### config.mk
export PLATFORM = sky130hd
export DESIGN_NAME = regfile_wb_arbiter
export DESIGN_NICKNAME = d
export VERILOG_FILES = /design/src/rtl/regfile_wb_arbiter.sv
export SDC_FILE = /design/constraint.sdc
export NUM_CORES = 1
export LEC_CHECK = 0
export ABC_AREA = 1
export CORE_MARGIN = 8
export CORE_UTILIZATION = 37
export CTS_BUF_LIST = sky130_fd_sc_hd__clkbuf_4 sky130_fd_sc_hd__clkbuf_8
export DETAILED_ROUTE_END_ITERATION = 10
export GPL_TIMING_DRIVEN = 0
export MAX_ROUTING_LAYER = met4
export PLACE_DENSITY = 0.76
export SLEW_MARGIN = 20
export SYNTH_ARGS = -nofsm -noshare
export SYNTH_HDL_FRONTEND = slang
export SYNTH_SLANG_ARGS = --single-unit
### constraint.sdc
create_clock -name clk_i -period 1.41 [get_ports clk_i]
set_input_delay 0.3525 -clock clk_i [delete_from_list [all_inputs] [get_ports clk_i]]
set_output_delay 0.3525 -clock clk_i [all_outputs]
set_load 0.02 [all_outputs]
### src/rtl/regfile_wb_arbiter.sv
// Round-robin arbiter sharing the register file write port
// among NREQ write-back requesters, with a contention counter.
module regfile_wb_arbiter #(
  parameter int NREQ = 2,
  parameter int DW   = 32,
  parameter int AW   = 5,
  parameter int CNTW = 16,
  localparam int IW  = (NREQ > 1) ? $clog2(NREQ) : 1
) (
  input  logic              clk_i,
  input  logic              rst_ni,
  input  logic [NREQ-1:0]   req_valid_i,
  input  logic [NREQ*AW-1:0] req_addr_i,
  input  logic [NREQ*DW-1:0] req_data_i,
  output logic [NREQ-1:0]   req_ready_o,
  input  logic              hold_i,
  output logic [DW-1:0]     dataW_o,
  output logic [AW-1:0]     rsW_o,
  output logic              RegWEn_o,
  output logic [IW-1:0]     grant_id_o,
  output logic [CNTW-1:0]   contend_cnt_o
);

  logic [IW-1:0] ptr;
  logic [IW-1:0] gnt;
  logic          acc;
  logic [AW-1:0] gnt_addr;
  logic [DW-1:0] gnt_data;
  logic [IW-1:0] ptr_nxt;
  logic          contend;

  // scan from ptr upward, wrapping at NREQ
  always_comb begin
    req_ready_o = '0;
    gnt         = '0;
    acc         = 1'b0;
    for (int k = 0; k < NREQ; k++) begin
      int j;
      j = int'(ptr) + k;
      if (j >= NREQ) j = j - NREQ;
      if (!hold_i && !acc && req_valid_i[j]) begin
        acc            = 1'b1;
        req_ready_o[j] = 1'b1;
        gnt            = j[IW-1:0];
      end
    end
  end

  assign gnt_addr = req_addr_i[gnt*AW +: AW];
  assign gnt_data = req_data_i[gnt*DW +: DW];
  assign ptr_nxt  = (gnt == IW'(NREQ-1)) ? '0 : gnt + 1'b1;
  assign contend  = !hold_i &&
                    ($countones(req_valid_i) >= 2);

  always_ff @(posedge clk_i or negedge rst_ni) begin
    if (!rst_ni) begin
      ptr           <= '0;
      RegWEn_o      <= 1'b0;
      dataW_o       <= '0;
      rsW_o         <= '0;
      grant_id_o    <= '0;
      contend_cnt_o <= '0;
    end else begin
      RegWEn_o <= 1'b0;
      if (acc) begin
        ptr        <= ptr_nxt;
        rsW_o      <= gnt_addr;
        dataW_o    <= gnt_data;
        grant_id_o <= gnt;
        // x0 writes are consumed but never reach the file
        RegWEn_o   <= (gnt_addr != '0);
      end
      if (contend && (contend_cnt_o != '1))
        contend_cnt_o <= contend_cnt_o + 1'b1;
    end
  end

endmodule

==> out/metrics.cfg, run 1 <==
[run_status]
status=finished, violations left
violations=setup timing

[place]
hpwl_mm=6.97
placed_area_um2=4410
port_buffers=135
dp_slack_ps=-1330
gp_congestion=0.854

[synthesis]
ys_ff_latch=56
ys_seq_area_share_pct=48.7
netlist_area_um2=2880
yosysWarnings=0
synthDistinctLibCells=25
avgSynthCellArea_um2=7.86
synth_edf_count=0
syn_nets=446
synthFlopType=dfrtp_1
synthArstFlopShare_pct=100
yosys.area.top_type_share_pct=48.7
syn-instance-count=366
yosys.area.top_type=dfrtp_1
ys_top_cells_by_area=dfrtp_1 49%, nand2_1 19%, nand3_1 12%, buf_6 2.7%, xor2_1 2.4%

[critical_path]
reg2reg_slack_ps=-200
path_class=register to output pin
worstPathCellList=nor2_4, a21oi_2, nor2_1, nand2_2, nand2_4, buf_6, nand2_2, inv_2, buf_6
worst_setup_path_end_kind=output pin
arrival_ps=1540
cp_max_fo=6
max_stage_delay_ps=480
crit_slowest_cell=dfrtp_2
cp.required_ps=1060
worst_setup_path_start_kind=register

[power_and_ir_drop]
ir_drop_uv=918
power_leakage_nw=2.40
power_mw=8.12
power_density_nw_per_um2=1630

[die]
num_rows=32
coreArea_um2=7650
ios=136
initial_core_util_pct=37.6
die_h_um=104
die_area_um2=10900
die_width_um=104

[finish]
syn_to_final_growth_pct=72.8
nNetsFinal=627
mostFrequentLayoutCell=nand2_1
stdcell_area_um2=4970
diodes=0
fin_util_pct=65.0
layout_common_cells=115 x nand2_1, 74 x clkdlybuf4s50_1, 68 x nand3_1
drive_gt1_share_pct=29.0

[grt]
grt_usage_pct=18.3
grt_first_pass_wirelength_mm=16.0
grt_overflow=0
antenna_found_initial=0
grt_pass1_vias=3314
grt_start_max_net_pins=57

[sta]
tightest_slew_ps=720
setup_violations=49
slew_headroom_pct=52.0
rsz0062_at_grt=true
slew_violations=0
setup_ws_ps=-479
timing.fmax_mhz=529
hold_violations=0
timing.hold.ws_ps=98.3
final.period_utilization_pct=134
finalClockSkew_ps=4.70
fin_crit_ps=1890

[routing]
wl_mm=9.96
drt_iter0_markers=82
via_per_inst=4.82
ant_nets=0
post_drt_wl_per_cell_um=15.3
dr.pass1.iters=4
drc=0
dr_total_vias=3130

[clocking]
cts_root_buf=clkbuf_8
htree_levels=2
cts_tree=built
insertion_delay_ps=300
clock_path_buffers=2
cts.clk_slew.worst_paths_ps=100
cts-buffers-inserted=5
numClockSinks=56

[job]
maxCapViolCount=0

[worst_hold_path]
min_path_type=primary input to asynchronous set/reset pin

==> synthesized netlist by cell type, types with 2 or more instances <==
cell type	count
nand3_1	71
dfrtp_1	56
nand2_4	2
nand2_1	143
buf_6	7
buf_2	7
xnor2_1	5
nand4_1	4
inv_4	2
nor3_1	2
nand2_2	2
buf_4	2
inv_1	17
o21ai_1	5
xor2_1	8
nor2_1	18
o21ai_0	6
nor2_2	2
==> layout make-up <==
cell class,count,area (um2)
Tap cell,102,128
Clock buffer,7,96.3
Clock inverter,1,30.0
Timing Repair inverter,1,8.76
Sequential cell,56,1420
Inverter,20,92.6
Timing Repair Buffer,174,1570
Multi-Input combinational cell,274,1470
Fill cell,630,2670
Buffer,15,163
==> power breakdown <==
part | internal (mW) | switching [mW] | total, mW
combinational | 1.87 | 2.37 | 4.25
clock | 0.628 | 0.525 | 1.15
sequential | 2.26 | 0.463 | 2.72
total | 4.76 | 3.36 | 8.12
==> routing by layer <==
layer / GRT usage, % / share of wire, %
met1: 20.1 / 42
met2: 32.1 / 52
met3: 4.83 / 5.5
met4: 4.34 / 1.0
met5: - / 0
==> sequential cells by signal (all words and copies together), names as in the netlist <==
name,flops
dataW_o,32
contend_cnt_o,16
rsW_o,5
RegWEn_o,1
grant_id_o,1
ptr,1
==> logic make-up after synthesis <==
logic type	count (synthesis)	synth area share [%]
compound gates	12	2.09
xor+xnor	13	3.96
fa+ha+maj	1	0.435
buf+inv	36	7.26
flops	56	48.7
simple gates	248	37.6
==> path summary, 6_finish.rpt <==
kind | from | to | depth (start not counted)
max in group asynchronous | rst_ni | ptr$_DFFE_PN0P_ | 1
setup reg to reg | ptr$_DFFE_PN0P_ | dataW_o[9]$_DFFE_PN0P_ | 10
min in group clk_i | dataW_o[3]$_DFFE_PN0P_ | dataW_o[3]$_DFFE_PN0P_ | 2
hold / removal | rst_ni | contend_cnt_o[12]$_DFFE_PN0P_ | 1
setup / recovery | ptr$_DFFE_PN0P_ | req_ready_o[0] | 9
hold reg to reg | dataW_o[3]$_DFFE_PN0P_ | dataW_o[3]$_DFFE_PN0P_ | 2
==> what timing repair did <==
item                                   CTS  global route
buffers inserted                        20            21
pin swaps                               12            26
setup endpoints to repair              109           104
gates cloned                             4             0
resized for setup                      156            96
endpoints found under the hold margin    0             0
hold buffers                             0             0
==> metrics by stage <==
| step | setup TNS, ps | cells |
|---|---|---|
| after floorplan | -92.1 | 366 |
| after global placement | -127900 | 603 |
| after detailed placement | -26520 | 603 |
| after CTS | -16540 | 635 |
| after global routing | -13640 | 650 |
| final | -7370 | 650 |
==> critical path: cells and delay by family (launching register included) <==
family / cells / cell delay (ps)
AO/OA/AOI/OAI: 1 / 50
buffers and inverters: 3 / 240
flip-flops: 1 / 480
AND/OR/NAND/NOR: 5 / 460
(Power assumes the default switching activity.)
==> run 2: changes to the inputs <==
CTS_CLUSTER_SIZE = 40   (was unset)
REMOVE_ABC_BUFFERS = 1   (was unset)
==> run 2 against run 1 <==
Core utilization increased by 3.5 points; combinational power up 20%; critical path depth shrank 1; critical endpoint unchanged; routed wire length up 23%; design area rose by 5.4%; hold slack worse by 4.7 ps; global-route usage is 3.1 points higher; the flow still finishes with violations (setup timing); register-to-register slack got worse by 180 ps; clock skew hardly changed.
==> out/metrics.cfg, run 2 (synthesized netlist as in run 1, its figures left out) <==
[grt]
grt_start_max_net_pins=57  ; unchanged
grt_pass1_vias=3391  ; +2.3%
grt_overflow=0  ; unchanged
grt_usage_pct=21.3  ; +3.1 points
grt_first_pass_wirelength_mm=18.0  ; +12%
antenna_found_initial=0  ; unchanged

[power_and_ir_drop]
power_density_nw_per_um2=1660  ; +1.6%
combPwrFrac_pct=58.5  ; +6.2 points
clockPowerShare_pct=9.9  ; -4.3 points
ir_drop_uv=922  ; +0.46%
seq_power_share_pct=31.6  ; -1.9 points
power_leakage_nw=2.44  ; +1.6%
p_sw_share_pct=45.5  ; +4.2 points
internal-power_mw=4.74  ; -0.45%
power_switching_mw=3.96  ; +18%

[routing]
wl_mm=12.2  ; +23%
drt_iter0_markers=114  ; +39%
dr_total_vias=3326  ; +6.3%
post_drt_wl_per_cell_um=19.1  ; +25%
ant_nets=0  ; unchanged
dr.pass1.iters=5  ; +1
via_per_inst=5.21  ; +8.1%
drc=0  ; unchanged

[clocking]
numClockSinks=56  ; unchanged
cts_root_buf=clkbuf_8
cts_tree=built
htree_levels=2  ; unchanged
insertion_delay_ps=300  ; about the same
cts.clk_slew.worst_paths_ps=100  ; about the same
cts-buffers-inserted=5  ; unchanged
clock_path_buffers=2  ; unchanged

[finish]
largest_reg_flops=32  ; unchanged
fill_cells=578  ; -8.3%
nNetsFinal=617  ; -1.6%
drive_gt1_share_pct=31.7  ; +2.6 points
layout_common_cells=120 x nand2_1, 74 x clkdlybuf4s50_1, 46 x dfrtp_1
diodes=0  ; unchanged
syn_to_final_growth_pct=82.2
top_register=dataW_o
mostFrequentLayoutCell=nand2_1
reg_top3=dataW_o x32, contend_cnt_o x16, rsW_o x5
final_cells=639  ; -1.7%

[die]
die_h_um=104  ; unchanged
initial_core_util_pct=37.6  ; unchanged
die_area_um2=10900  ; unchanged
coreArea_um2=7650  ; unchanged
ios=136  ; unchanged
num_rows=32  ; unchanged
die_width_um=104  ; unchanged

[sta]
finalClockSkew_ps=4.99  ; +0.292 ps
fin_crit_ps=1840  ; -50.9 ps
hold_violations=0  ; unchanged
tightest_slew_ps=715  ; -4.56 ps
slew_violations=0  ; unchanged
rsz0062_at_grt=true
final.period_utilization_pct=130  ; -3.6 points
timing.fmax_mhz=544  ; +2.8%
setup_violations=56  ; +14%
setup_ws_ps=-428  ; +50.9 ps
slew_headroom_pct=52.3  ; +0.30 points

[job]
maxCapViolCount=0  ; unchanged

[critical_path]
cp_max_fo=6  ; unchanged
cp.required_ps=1060  ; about the same
worst_setup_path_end_kind=output pin
arrival_ps=1490  ; -50 ps
reg2reg_slack_ps=-380  ; -180 ps
path_class=register to output pin
worstPathCellList=nor2_4, a21oi_2, nor2_1, nand2_2, nand2_8, nand2_4, inv_2, buf_6
max_stage_delay_ps=470  ; about the same
worst_setup_path_start_kind=register
crit_slowest_cell=dfrtp_2

[run_status]
violations=setup timing
status=finished, violations left

[place]
gp_congestion=0.875  ; +2.4%
place_inst=587  ; -2.7%
hpwl_mm=6.51  ; -6.7%
port_buffers=135  ; unchanged
dp_slack_ps=-2140  ; -810 ps

[worst_hold_path]
min_path_type=primary input to asynchronous set/reset pin

## run 2: cell types whose count changed in the layout (fill, tap and decap cells not counted), sizes merged
cell	before	now
dlygate4sd2	9	12
nand2	147	153
inv	21	25
clkdlybuf4s15	27	32
buf	65	41
clkbuf	21	16
clkinv	0	1
bufinv	1	0
## run 2: cell type report
class                           count  area (um2)  area share [%]
Timing Repair Buffer              169        1660            31.7
Clock inverter                      1        5.00          0.0954
Inverter                           20         113            2.15
Timing Repair inverter              5        76.3            1.46
Sequential cell                    56        1410            27.0
Tap cell                          102         128            2.43
Clock buffer                        6        76.3            1.46
Multi-Input combinational cell    280        1770            33.8
## run 2: power by group through the flow
stage / clock (mW) / sequential, mW / combinational (mW)
after floorplan: 0 / 3.42 / 1.13
after global placement: 0 / 2.65 / 3.85
after detailed placement: 0 / 2.68 / 3.91
after CTS: 0.893 / 2.66 / 4.52
after global routing: 0.973 / 2.83 / 5.40
final: 0.865 / 2.75 / 5.09
## run 2: final timing paths
check,from,cells after the start,to
setup / recovery,ptr$_DFFE_PN0P_,8,req_ready_o[0]
hold / removal,rst_ni,1,contend_cnt_o[6]$_DFFE_PN0P_
setup reg to reg,ptr$_DFFE_PN0P_,11,dataW_o[20]$_DFFE_PN0P_
hold reg to reg,grant_id_o$_DFFE_PN0P_,2,grant_id_o$_DFFE_PN0P_
max in group asynchronous,rst_ni,1,contend_cnt_o[3]$_DFFE_PN0P_
min in group clk_i,grant_id_o$_DFFE_PN0P_,2,grant_id_o$_DFFE_PN0P_
## run 2: routing by layer
layer	vias to the layer above	share of wire, %	GRT usage (%)
li1	1528	-	-
met2	139	53	35.9
met1	1643	38	24.7
met5	-	0	-
met4	0	1.5	5.89
met3	16	8.2	5.39
## run 2: timing repair
item                                    CTS  global route
hold buffers                              0             0
gates cloned                             10             3
buffers inserted                         19            15
pin swaps                                 9            25
endpoints found under the setup margin  113            98
resized for setup                       177           118
## run 2: worst max-delay path, delay by kind of cell (launching register included)
family          cells  cell delay, ps
buf+inv             2             150
simple gates        5             500
compound gates      1              50
flops               1             470
## run 2: through the flow
| stage | hold slack, ps | area (um2) | power, mW | util (%) | setup TNS (ps) |
|---|---|---|---|---|---|
| floorplan | 56.9 | 2750 | 4.55 | - | -14880 |
| global placement | 454 | 4230 | 6.50 | 55.3 | -156430 |
| CTS | 123 | 4840 | 8.07 | 63.4 | -6800 |
| global route | 147 | 5240 | 9.20 | 68.6 | -16460 |
| detailed placement | 457 | 4230 | 6.59 | 55.3 | -57960 |
| finish | 93.7 | 5240 | 8.70 | 68.6 | -12410 |
